==> src/rtl/tank_gfx_pkg.sv <==
// Shared geometry, colour and slot types for the tank sprite pipeline.
package tank_gfx_pkg;

    localparam int unsigned SPRITE_W  = 32;
    localparam int unsigned SPRITE_H  = 32;
    localparam int unsigned SPRITE_XB = $clog2(SPRITE_W);
    localparam int unsigned SPRITE_YB = $clog2(SPRITE_H);
    localparam int unsigned ROM_AW    = 1 + SPRITE_XB + SPRITE_YB;
    localparam int unsigned COORD_W   = 10;
    localparam int unsigned DIFF_W    = 11;
    localparam int unsigned IDX_W     = 4;

    localparam logic [IDX_W-1:0] TRANSPARENT_IDX = 4'h0;

    typedef struct packed {
        logic [3:0] r;
        logic [3:0] g;
        logic [3:0] b;
    } rgb12_t;

    typedef enum logic {
        FETCH0 = 1'b0,
        FETCH1 = 1'b1
    } slot_e;

    // ROM address layout: {sprite select, row, column}
    function automatic logic [ROM_AW-1:0] sprite_addr(
        input logic                 sel,
        input logic [SPRITE_XB-1:0] dx,
        input logic [SPRITE_YB-1:0] dy
    );
        return {sel, dy, dx};
    endfunction

endpackage

==> src/rtl/tank_sprite_scheduler_if.sv <==
// Shared sprite ROM and palette bus; the scheduler is the master.
interface tank_sprite_scheduler_if
    import tank_gfx_pkg::*;
#(
    parameter int unsigned ADDR_W = ROM_AW
);

    logic [ADDR_W-1:0] rom_addr;
    logic [IDX_W-1:0]  rom_data;
    logic [IDX_W-1:0]  pal_index;
    logic [3:0]        pal_red;
    logic [3:0]        pal_green;
    logic [3:0]        pal_blue;

    modport master (
        output rom_addr,
        output pal_index,
        input  rom_data,
        input  pal_red,
        input  pal_green,
        input  pal_blue
    );

    modport slave (
        input  rom_addr,
        input  pal_index,
        output rom_data,
        output pal_red,
        output pal_green,
        output pal_blue
    );

endinterface

==> src/rtl/sprite_hit.sv <==
// Bounding-box hit test and ROM address for one sprite at one pixel.
module sprite_hit
    import tank_gfx_pkg::*;
#(
    parameter int unsigned BOX_W  = SPRITE_W,
    parameter int unsigned BOX_H  = SPRITE_H,
    parameter int unsigned ADDR_W = ROM_AW
) (
    input  logic               i_sel,
    input  logic               i_en,
    input  logic [COORD_W-1:0] i_draw_x,
    input  logic [COORD_W-1:0] i_draw_y,
    input  logic [COORD_W-1:0] i_pos_x,
    input  logic [COORD_W-1:0] i_pos_y,
    output logic               o_hit_c,
    output logic [ADDR_W-1:0]  o_addr_c
);

    localparam int unsigned XB = $clog2(BOX_W);
    localparam int unsigned YB = $clog2(BOX_H);

    logic [DIFF_W-1:0] w_dx;
    logic [DIFF_W-1:0] w_dy;

    // Offsets are taken one bit wider so a sprite hanging off the edge clips instead of wrapping
    assign w_dx = DIFF_W'(i_draw_x) - DIFF_W'(i_pos_x);
    assign w_dy = DIFF_W'(i_draw_y) - DIFF_W'(i_pos_y);

    assign o_hit_c = i_en
                  && (i_draw_x >= i_pos_x) && (w_dx < DIFF_W'(BOX_W))
                  && (i_draw_y >= i_pos_y) && (w_dy < DIFF_W'(BOX_H));

    // A miss parks the slot on address 0
    assign o_addr_c = o_hit_c ? ADDR_W'(sprite_addr(i_sel, w_dx[XB-1:0], w_dy[YB-1:0]))
                              : '0;

endmodule

==> src/rtl/tank_sprite_scheduler.sv <==
// Two-tank sprite scheduler: shares one ROM and one palette across two fetch slots per pixel.
module tank_sprite_scheduler #(
    parameter int unsigned SPRITE_W        = tank_gfx_pkg::SPRITE_W,
    parameter int unsigned SPRITE_H        = tank_gfx_pkg::SPRITE_H,
    parameter int unsigned ROM_AW          = tank_gfx_pkg::ROM_AW,
    parameter logic [3:0]  TRANSPARENT_IDX = tank_gfx_pkg::TRANSPARENT_IDX
) (
    input  logic                   Clk,
    input  logic                   Reset_n,
    input  logic                   pix_ce,
    input  logic [9:0]             DrawX,
    input  logic [9:0]             DrawY,
    input  logic                   vde,
    input  logic [3:0]             bg_red,
    input  logic [3:0]             bg_green,
    input  logic [3:0]             bg_blue,
    input  logic [9:0]             tank0_x,
    input  logic [9:0]             tank0_y,
    input  logic [9:0]             tank1_x,
    input  logic [9:0]             tank1_y,
    input  logic                   tank0_en,
    input  logic                   tank1_en,
    tank_sprite_scheduler_if.master mem,
    output logic [3:0]             Red,
    output logic [3:0]             Green,
    output logic [3:0]             Blue,
    output logic                   pix_valid
);

    import tank_gfx_pkg::rgb12_t;
    import tank_gfx_pkg::slot_e;
    import tank_gfx_pkg::FETCH0;
    import tank_gfx_pkg::FETCH1;

    logic              w_hit0;
    logic              w_hit1;
    logic [ROM_AW-1:0] w_addr0;
    logic [ROM_AW-1:0] w_addr1;

    // Stage A: sampled pixel, tank-0 slot on the ROM
    slot_e             r_slot;
    logic              r_a_vld;
    logic              r_a_hit0;
    logic              r_a_hit1;
    logic [ROM_AW-1:0] r_a_addr1;
    logic              r_a_vde;
    rgb12_t            r_a_bg;
    logic [ROM_AW-1:0] r_rom_addr;

    // Stage B: idx0 returning, tank-1 slot on the ROM
    logic              r_b_vld;
    logic              r_b_hit0;
    logic              r_b_hit1;
    logic              r_b_vde;
    rgb12_t            r_b_bg;

    // Stage C: idx1 returning, resolve and palette lookup
    logic              r_c_vld;
    logic              r_c_hit0;
    logic              r_c_hit1;
    logic              r_c_vde;
    rgb12_t            r_c_bg;
    logic [3:0]        r_idx0;

    logic              w_pick0;
    logic              w_pick1;
    logic [3:0]        w_pal_index;

    rgb12_t            r_rgb;
    logic              r_pix_valid;

    sprite_hit #(
        .BOX_W  (SPRITE_W),
        .BOX_H  (SPRITE_H),
        .ADDR_W (ROM_AW)
    ) u_hit0 (
        .i_sel    (1'b0),
        .i_en     (tank0_en),
        .i_draw_x (DrawX),
        .i_draw_y (DrawY),
        .i_pos_x  (tank0_x),
        .i_pos_y  (tank0_y),
        .o_hit_c  (w_hit0),
        .o_addr_c (w_addr0)
    );

    sprite_hit #(
        .BOX_W  (SPRITE_W),
        .BOX_H  (SPRITE_H),
        .ADDR_W (ROM_AW)
    ) u_hit1 (
        .i_sel    (1'b1),
        .i_en     (tank1_en),
        .i_draw_x (DrawX),
        .i_draw_y (DrawY),
        .i_pos_x  (tank1_x),
        .i_pos_y  (tank1_y),
        .o_hit_c  (w_hit1),
        .o_addr_c (w_addr1)
    );

    // Sample stage and slot FSM; a pix_ce always restarts at FETCH0, dropping any half-fetched pixel
    always_ff @(posedge Clk) begin
        if (!Reset_n) begin
            r_slot     <= FETCH0;
            r_a_vld    <= 1'b0;
            r_a_hit0   <= 1'b0;
            r_a_hit1   <= 1'b0;
            r_a_addr1  <= '0;
            r_a_vde    <= 1'b0;
            r_a_bg     <= '0;
            r_rom_addr <= '0;
        end else if (pix_ce) begin
            r_slot     <= FETCH0;
            r_a_vld    <= 1'b1;
            r_a_hit0   <= w_hit0;
            r_a_hit1   <= w_hit1;
            r_a_addr1  <= w_addr1;
            r_a_vde    <= vde;
            r_a_bg     <= {bg_red, bg_green, bg_blue};
            r_rom_addr <= w_addr0;
        end else begin
            r_a_vld <= 1'b0;
            case (r_slot)
                FETCH0: begin
                    r_slot     <= FETCH1;
                    r_rom_addr <= r_a_vld ? r_a_addr1 : '0;
                end
                FETCH1: begin
                    r_slot     <= FETCH0;
                    r_rom_addr <= '0;
                end
            endcase
        end
    end

    // Carry pixel attributes alongside the ROM latency; idx0 is captured as it returns
    always_ff @(posedge Clk) begin
        if (!Reset_n) begin
            r_b_vld  <= 1'b0;
            r_b_hit0 <= 1'b0;
            r_b_hit1 <= 1'b0;
            r_b_vde  <= 1'b0;
            r_b_bg   <= '0;
            r_c_vld  <= 1'b0;
            r_c_hit0 <= 1'b0;
            r_c_hit1 <= 1'b0;
            r_c_vde  <= 1'b0;
            r_c_bg   <= '0;
            r_idx0   <= '0;
        end else begin
            r_b_vld  <= r_a_vld && !pix_ce;
            r_b_hit0 <= r_a_hit0;
            r_b_hit1 <= r_a_hit1;
            r_b_vde  <= r_a_vde;
            r_b_bg   <= r_a_bg;
            r_c_vld  <= r_b_vld;
            r_c_hit0 <= r_b_hit0;
            r_c_hit1 <= r_b_hit1;
            r_c_vde  <= r_b_vde;
            r_c_bg   <= r_b_bg;
            r_idx0   <= mem.rom_data;
        end
    end

    // Priority resolve: opaque tank 0, then opaque tank 1, else background (index 0)
    always_comb begin
        w_pick0     = r_c_hit0 && (r_idx0 != TRANSPARENT_IDX);
        w_pick1     = r_c_hit1 && (mem.rom_data != TRANSPARENT_IDX);
        w_pal_index = '0;
        if (r_c_vld) begin
            if (w_pick0) begin
                w_pal_index = r_idx0;
            end else if (w_pick1) begin
                w_pal_index = mem.rom_data;
            end
        end
    end

    // Output register: one strobe per resolved pixel, blanked outside active video
    always_ff @(posedge Clk) begin
        if (!Reset_n) begin
            r_rgb       <= '0;
            r_pix_valid <= 1'b0;
        end else begin
            r_pix_valid <= r_c_vld && r_c_vde;
            if (r_c_vld) begin
                if (!r_c_vde) begin
                    r_rgb <= '0;
                end else if (w_pick0 || w_pick1) begin
                    r_rgb <= {mem.pal_red, mem.pal_green, mem.pal_blue};
                end else begin
                    r_rgb <= r_c_bg;
                end
            end
        end
    end

    assign mem.rom_addr  = r_rom_addr;
    assign mem.pal_index = w_pal_index;
    assign Red           = r_rgb.r;
    assign Green         = r_rgb.g;
    assign Blue          = r_rgb.b;
    assign pix_valid     = r_pix_valid;

endmodule

==> src/flat_wrapper.sv <==
// flat-port wrapper written by rule: the top's interface ports become plain ports
module tank_sprite_scheduler_flat import tank_gfx_pkg::rgb12_t; import tank_gfx_pkg::slot_e; import tank_gfx_pkg::FETCH0; import tank_gfx_pkg::FETCH1;
#(
    parameter int unsigned SPRITE_W        = tank_gfx_pkg::SPRITE_W,
    parameter int unsigned SPRITE_H        = tank_gfx_pkg::SPRITE_H,
    parameter int unsigned ROM_AW          = tank_gfx_pkg::ROM_AW,
    parameter logic [3:0]  TRANSPARENT_IDX = tank_gfx_pkg::TRANSPARENT_IDX
)
  (Clk, Reset_n, pix_ce, DrawX, DrawY, vde, bg_red, bg_green, bg_blue, tank0_x, tank0_y, tank1_x, tank1_y, tank0_en, tank1_en, Red, Green, Blue, pix_valid, mem_rom_addr, mem_pal_index, mem_rom_data, mem_pal_red, mem_pal_green, mem_pal_blue);
  tank_sprite_scheduler_if mem_i ();
  input  logic Clk;
  input  logic Reset_n;
  input  logic pix_ce;
  input  logic [9:0] DrawX;
  input  logic [9:0] DrawY;
  input  logic vde;
  input  logic [3:0] bg_red;
  input  logic [3:0] bg_green;
  input  logic [3:0] bg_blue;
  input  logic [9:0] tank0_x;
  input  logic [9:0] tank0_y;
  input  logic [9:0] tank1_x;
  input  logic [9:0] tank1_y;
  input  logic tank0_en;
  input  logic tank1_en;
  output logic [3:0] Red;
  output logic [3:0] Green;
  output logic [3:0] Blue;
  output logic pix_valid;
  output wire logic [$bits(mem_i.rom_addr)-1:0] mem_rom_addr;
  output wire logic [$bits(mem_i.pal_index)-1:0] mem_pal_index;
  input wire logic [$bits(mem_i.rom_data)-1:0] mem_rom_data;
  input wire logic [$bits(mem_i.pal_red)-1:0] mem_pal_red;
  input wire logic [$bits(mem_i.pal_green)-1:0] mem_pal_green;
  input wire logic [$bits(mem_i.pal_blue)-1:0] mem_pal_blue;
  assign mem_rom_addr = mem_i.rom_addr;
  assign mem_pal_index = mem_i.pal_index;
  assign mem_i.rom_data = mem_rom_data;
  assign mem_i.pal_red = mem_pal_red;
  assign mem_i.pal_green = mem_pal_green;
  assign mem_i.pal_blue = mem_pal_blue;
  tank_sprite_scheduler #(.SPRITE_W(SPRITE_W), .SPRITE_H(SPRITE_H), .ROM_AW(ROM_AW), .TRANSPARENT_IDX(TRANSPARENT_IDX)) u_core (.Clk(Clk), .Reset_n(Reset_n), .pix_ce(pix_ce), .DrawX(DrawX), .DrawY(DrawY), .vde(vde), .bg_red(bg_red), .bg_green(bg_green), .bg_blue(bg_blue), .tank0_x(tank0_x), .tank0_y(tank0_y), .tank1_x(tank1_x), .tank1_y(tank1_y), .tank0_en(tank0_en), .tank1_en(tank1_en), .mem(mem_i), .Red(Red), .Green(Green), .Blue(Blue), .pix_valid(pix_valid));
endmodule
==> config.mk <==
export PLATFORM = sky130hd
export DESIGN_NAME = tank_sprite_scheduler_flat
export DESIGN_NICKNAME = d
export VERILOG_FILES = /design/src/rtl/tank_gfx_pkg.sv /design/src/rtl/tank_sprite_scheduler_if.sv /design/src/rtl/sprite_hit.sv /design/src/rtl/tank_sprite_scheduler.sv /design/src/flat_wrapper.sv
export SDC_FILE = /design/constraint.sdc
export NUM_CORES = 1
export LEC_CHECK = 0
export CAP_MARGIN = 20
export CORE_ASPECT_RATIO = 1.1
export CORE_MARGIN = 3
export CORE_UTILIZATION = 30
export CTS_BUF_LIST = sky130_fd_sc_hd__clkbuf_16
export DETAILED_ROUTE_END_ITERATION = 8
export PLACE_DENSITY = 0.55
export SETUP_SLACK_MARGIN = 0.05
export SYNTH_ARGS = -nofsm -noshare
export SYNTH_HDL_FRONTEND = slang
export SYNTH_SLANG_ARGS = --single-unit
==> constraint.sdc <==
create_clock -name Clk -period 3.5 [get_ports Clk]
set_input_delay 0.525 -clock Clk [delete_from_list [all_inputs] [get_ports Clk]]
set_output_delay 0.525 -clock Clk [all_outputs]
set_load 0.01 [all_outputs]
---- After elaboration in Yosys (flattened, before gate mapping) ----
Cells that the tools add are included.
storage, ports and cells
  register bits ........................... 88
  logic and storage cells ................. 72
operators by class
  add/sub/neg operators ................... 4
  reduce and logical (&&, ||, !) cells .... 17
  magnitude comparators ................... 8
  bitwise operators ....................... 2
  muxes and demuxes ....................... 12
operators by type and width
  operator               number
  $lt A11 B6 Y1 const B  4
  $sub A10 B10 Y11       4
  $ge A10 B10 Y1         4
  $mux W11               3
  $mux W12               2
  $pmux W11 S2           1
  $logic_and A1 B1 Y1    12
  $mux W4                3
  $mux W10               1
  $reduce_bool A4 Y1     2
  $not A1 Y1             2
  $pmux W1 S2            1
  $reduce_or A2 Y1       1
  $logic_not A1 Y1       1
  $logic_or A1 B1 Y1     1
  $mux W1                1

---- Logic depth before layout (Yosys ltp) ----
  word-level depth ........................ 7
  mapped depth ............................ 12

---- Hierarchy ----
From an unflattened synthesis, not the netlist that was laid out.
unflattened totals
  cells, all modules ...................... 640
  area total of the unflattened synthesis .. 5,634.2 sq um
by module, submodules not included
  module                 times used  area an instance (sq um)  cells each  seq. area each (sq um)
  tank_sprite_scheduler  1           3,084.2                   296         1,761.7
  sprite_hit             2           1,275.0                   172         0.0

---- Least setup slack after synthesis ----
No wires, ideal clock.
  path type ............................... input-to-reg
  start ................................... input DrawX[0]
  end ..................................... register u_core.r_a_addr1[3]
  stages on the path ...................... 12
  setup time .............................. 84 ps
  setup slack ............................. 424 ps
  buffers on the path ..................... 1
  arrival time ............................ 2,992 ps
  required time ........................... 3,416 ps
  path through ............................ inv_1 -> ha_1 -> inv_1 -> fa_1 -> a21o_1 -> a22oi_1 -> or3_1 -> o2111ai_1 -> or4_1 -> or4_4 -> buf_6 -> o31ai_4
on the way
  word-level cells in the longest chain between the ends .. 6
  elaborated cells between the ends (all ways) .. 8
  classes of those cells .................. add/sub: 1; order compare: 2; mux: 1; reduce/logical: 4
ends and longest elaborated chain
  what                                                  line                                text
  start: declaration                                    flat_wrapper.sv:14                  input logic [9:0] DrawX;
  $sub A10 B10 Y11 or $ge A10 B10 Y1 (tied branches)    sprite_hit.sv:26, sprite_hit.sv:30
  $lt A11 B6 Y1 or $logic_and A1 B1 Y1 (tied branches)  sprite_hit.sv:30                    && (i_draw_x >= i_pos_x) && (w_dx < DIFF_W'(BOX_W))
  $logic_and A1 B1 Y1                                   sprite_hit.sv:30
  $logic_and A1 B1 Y1 (2 in a row)                      sprite_hit.sv:31                    && (i_draw_y >= i_pos_y) && (w_dy < DIFF_W'(BOX_H));
  $mux W11 (*)                                          sprite_hit.sv:34                    assign o_addr_c = o_hit_c ? ADDR_W'(sprite_addr(i_sel, w_dx[XB-1:0], w_dy[YB-1:0]))
  end signal: assignment                                tank_sprite_scheduler.sv:118        r_a_addr1 <= w_addr1;
  end: declaration                                      tank_sprite_scheduler.sv:45         logic [ROM_AW-1:0] r_a_addr1;
Every way passes the cells marked *; elsewhere a longest branch is shown, timed or not.
A chain may end at the register's enable or synchronous reset.

---- Worst setup path in the final report ----
  start ................................... input DrawX[0]
  end ..................................... register u_core.r_a_addr1[7]
on the way
  word-level cells in the longest chain between the ends .. 6
  elaborated cells between the ends (all ways) .. 8
  classes of those cells .................. add/sub: 1; order compare: 2; mux: 1; reduce/logical: 4
ends and longest elaborated chain
  what                                                  line
  $sub A10 B10 Y11 or $ge A10 B10 Y1 (tied branches)    sprite_hit.sv:26, sprite_hit.sv:30
  $lt A11 B6 Y1 or $logic_and A1 B1 Y1 (tied branches)  sprite_hit.sv:30
  $logic_and A1 B1 Y1 (*)                               sprite_hit.sv:30
  $logic_and A1 B1 Y1 (*) (2 in a row)                  sprite_hit.sv:31
  $mux W11 (*)                                          sprite_hit.sv:34
Marked as above.

==> impl_metrics.csv <==
group,metric,value,unit
setup_path,cpMostUsedCell,"inv_1",
place,port_buffers,121,
place,gp_congestion,0.837,
timing,slew_violations,0,
setup_path,r2r-end,"u_core.Red[0]",
clock_tree,postCtsHoldBufs,0,
die,die_y,140,um
detailed_routing,postRouteAntennaNets,0,
die,dieArea,18000,um2
global_route,grt_max_degree,63,
worst_hold_path,hold_class,"reg2reg",
job,max-cap-violations,0,
logic_synthesis,synth_area_leaders,"dfxtp_1, ha_1, and2_1",
clock_tree,root_buffer,"clkbuf_16",
setup_path,timing.rr.start,"u_core.r_idx0[2]",
detailed_routing,vias_per_cell,4.78,
setup_path,reg2reg_slack,1.11,ns
setup_path,critPathArrivalTime,3.53,ns
layout,finalNetCount,824,
timing,finalCritPeriodShare,94.1,%
global_route,grt_pass1_vias,4164,
power_and_ir_drop,p_sw,0.607,mW
global_route,grt_pass1_wl,20200,um
setup_path,path_buf_inv,3,
global_route,grt_util_all_layers,13.8,%
global_route,antenna_found_initial,0,
detailed_routing,drc,0,
power_and_ir_drop,swShare,25.0,%
timing,max_freq,303,MHz
logic_synthesis,synth_cell_types,62,
logic_synthesis,synthFlopType,"dfxtp_1",
die,io_pins,122,
clock_tree,htreeDepth,3,
setup_path,crit_family,"simple AND/OR/NAND/NOR gates",
layout,syn_to_final_growth,36.6,%
logic_synthesis,synth_cells,557,
die,initial_core_util,31.0,%
setup_path,crit_slowest_cell,"or4_4",
die,rows,48,
layout,antennaDiodeCount,0,
layout,layout-drive-gt1-share,7.13,%
timing,tns,0,ns
timing,timing.hold.ws,0.412,ns
logic_synthesis,synth_nets,695,
setup_path,crit_fanout,11,
detailed_routing,wl_per_cell,14.1,um
power_and_ir_drop,combPwrFrac,22.3,%
timing,period_needed,3.29,ns
power_and_ir_drop,clkPwrFrac,35.7,%
clock_tree,clock-sinks,87,
setup_path,critPathKind,"in2reg",
setup_path,critical_path.endpoint_type,"flop",
layout,multi_input_area,2860,um2
setup_path,start_kind,"primary input",
setup_path,rr_worst_depth,5,
layout,fill_cells,1526,
setup_path,cp-endpoint,"u_core.r_a_addr1[7]",
power_and_ir_drop,seqPwrFrac,42.0,%
setup_path,path_depth,12,
detailed_routing,routed_wl,12500,um
logic_synthesis,synth.yosys.seq_area_share,35.3,%
logic_synthesis,synth_edf_count,0,
timing,skew,0.00619,ns
setup_path,worstPathCellList,"clkdlybuf4s50_1, inv_1, ha_1, inv_1, fa_1, a21o_1, a22oi_2, or3_1, o2111ai_1, or4_1, or4_4, o31ai_2",
power_and_ir_drop,p_per_area,361,nW/um2
timing,setup_violations,0,
power_and_ir_drop,intPower,1.82,mW
die,core_area,15900,um2
die,fp.dieW,128,um
timing,finalHoldViolations,0,
logic_synthesis,syn-cell-area,4930,um2
detailed_routing,drt_iter0_drc,240,
logic_synthesis,ys_async_sr_fraction,0,%
layout,seq_area,1740,um2
clock_tree,clock_path_buffers,2,
logic_synthesis,ys_warn_count,0,
setup_path,crit_start,"DrawX[0]",
clock_tree,cts.clk_slew.worst_paths,0.06,ns
timing,slew_headroom,48.5,%
clock_tree,cts_made_buffers,9,
place,dp_hpwl,10100,um
power_and_ir_drop,leakagePower,2.76,nW
logic_synthesis,synth_top_cell_area_share,35.3,%
logic_synthesis,avgSynthCellArea,8.85,um2
logic_synthesis,synth.largest_area_cell,"dfxtp_1",
setup_path,critPathMaxStageDelay,0.55,ns
logic_synthesis,synth.ff_latch_count,87,
clock_tree,cts_tree,"built",
detailed_routing,dr.pass1.iters,5,
outcome,outcome,"finished clean",
power_and_ir_drop,vdd_drop_max,0.241,mV
setup_path,required,3.74,ns
clock_tree,worstSkewPairLatency,0.32,ns
global_route,overflow,0,
timing,rsz0062_at_grt,"no",
detailed_routing,route.vias.total,4242,
timing,worstMarginPinSlew,0.763,ns
kinds of logic (layout without fill, tap and decap cells):
group	Yosys count	after routing	synth area share [%]
DFF	87	87	35.3
buffers and inverters	88	218	6.88
AOI/OAI and AO/OA	124	124	18.4
xor gates and xnor gates	13	13	2.31
adders and majority gates	44	44	11.8
muxes	29	29	5.89
and+or+nand+nor	172	172	19.4
repair_timing:
item | CTS | global route
gates resized for setup | 0 | 3
setup endpoints to repair | 0 | 11
setup buffers | 0 | 0
worst min path at each step:
stage	from	endpoint	slack (ns)	depth (start not counted)
after floorplan	u_core.r_slot	u_core.r_slot	0.39	1
after global placement	u_core.r_slot	u_core.r_slot	0.40	1
after detailed placement	u_core.r_slot	u_core.r_slot	0.40	1
after CTS	u_core.r_slot	u_core.r_slot	0.41	1
after global routing	u_core.r_slot	u_core.r_slot	0.43	1
final	u_core.r_slot	u_core.r_slot	0.41	1
layer usage:
layer | track usage (%) | up-vias | routed length [um]
met5 | 0 | - | 0
met4 | 4.69 | 0 | 207
met3 | 2.82 | 20 | 762
met2 | 22.1 | 136 | 5680
met1 | 18.5 | 1896 | 5870
li1 | - | 2190 | -
cells in the final DEF (no fill, tap or decap), types with 3 or more instances in the layout:
cell type          n
a21boi_0           4
a21o_1             9
a21oi_1           16
a31oi_1            3
and2_1            50
and3_1             3
buf_4             19
clkbuf_16          9
clkdlybuf4s50_1  120
dfxtp_1           87
fa_1               4
ha_1              40
inv_1             64
mux2i_1           29
nand2_1           33
nand2b_1           6
nand3_1           16
nand4_1            4
nor2_1            17
nor2b_1           24
o2111ai_1          6
o21a_1            10
o21ai_0           18
o22ai_1           14
o31ai_1           12
o31ai_2            7
or3_1              3
xnor2_1            8
xor2_1             5
through the flow:
| stage | instance area, um2 | util [%] | setup slack [ns] | total power [mW] | std cells |
|---|---|---|---|---|---|
| 3_5_place_dp | 6450 | 40.5 | -0.243 | 1.58 | 875 |
| 2_1_floorplan | 4930 | - | 0.424 | 1.35 | 557 |
| 4_1_cts | 6720 | 42.2 | 0.0917 | 2.46 | 887 |
| 3_3_place_gp | 6450 | 40.5 | -0.158 | 1.57 | 875 |
| 6_report | 6730 | 42.3 | 0.205 | 2.43 | 887 |
| 5_1_grt | 6730 | 42.3 | 0.0857 | 2.56 | 887 |
power groups by stage:
stage	clock network (mW)	logic (mW)	registers, mW
2_1_floorplan	0	0.310	1.04
5_1_grt	0.942	0.597	1.02
3_5_place_dp	0	0.536	1.04
4_1_cts	0.895	0.540	1.02
6_report	0.868	0.542	1.02
3_3_place_gp	0	0.531	1.04
cell type report:
| cell class | count | share of cell area (%) |
|---|---|---|
| clock buffers | 9 | 3.35 |
| clock inverters | 3 | 0.576 |
| well taps | 200 | 3.72 |
| repair buffers | 141 | 20.3 |
| flip-flops and latches | 87 | 25.9 |
| inverters | 65 | 3.63 |
| multi-input cells | 382 | 42.5 |
synth_stat cells, types with 2 or more instances:
master,count
nand2b_1,6
nor2_1,17
nand2_1,33
and2_1,50
o31a_1,2
o41ai_1,2
o31ai_2,6
o21a_1,10
or4_1,2
a31oi_1,3
or3_1,3
nand3_1,16
a21boi_0,4
xor2_1,5
fa_1,4
nor3_1,2
o211ai_1,2
nand4_1,4
o31ai_1,13
clkbuf_1,19
o21ai_0,18
buf_1,2
mux2i_1,29
xnor2_1,8
o2111ai_1,6
inv_1,64
nor2b_1,24
o22ai_1,14
a21o_1,9
nor4_1,2
dfxtp_1,87
a21oi_1,17
o2bb2ai_1,2
ha_1,40
a311oi_1,2
a32oi_1,2
and3_1,3
registers in the layout, indices dropped and copies added, names as in the netlist:
signal               count
u_core.r_a_bg           12
u_core.r_b_bg           12
u_core.r_c_bg           12
u_core.mem.rom_addr     11
u_core.r_a_addr1        11
u_core.Blue              4
u_core.Green             4
u_core.Red               4
u_core.r_idx0            4
u_core.pix_valid         1
u_core.r_a_hit0          1
u_core.r_a_vde           1
u_core.r_a_vld           1
u_core.r_b_hit0          1
u_core.r_b_hit1          1
u_core.r_b_vde           1
u_core.r_b_vld           1
u_core.r_c_hit0          1
u_core.r_c_hit1          1
u_core.r_c_vde           1
u_core.r_c_vld           1
u_core.r_slot            1
Power figures use the tool's default switching activity.
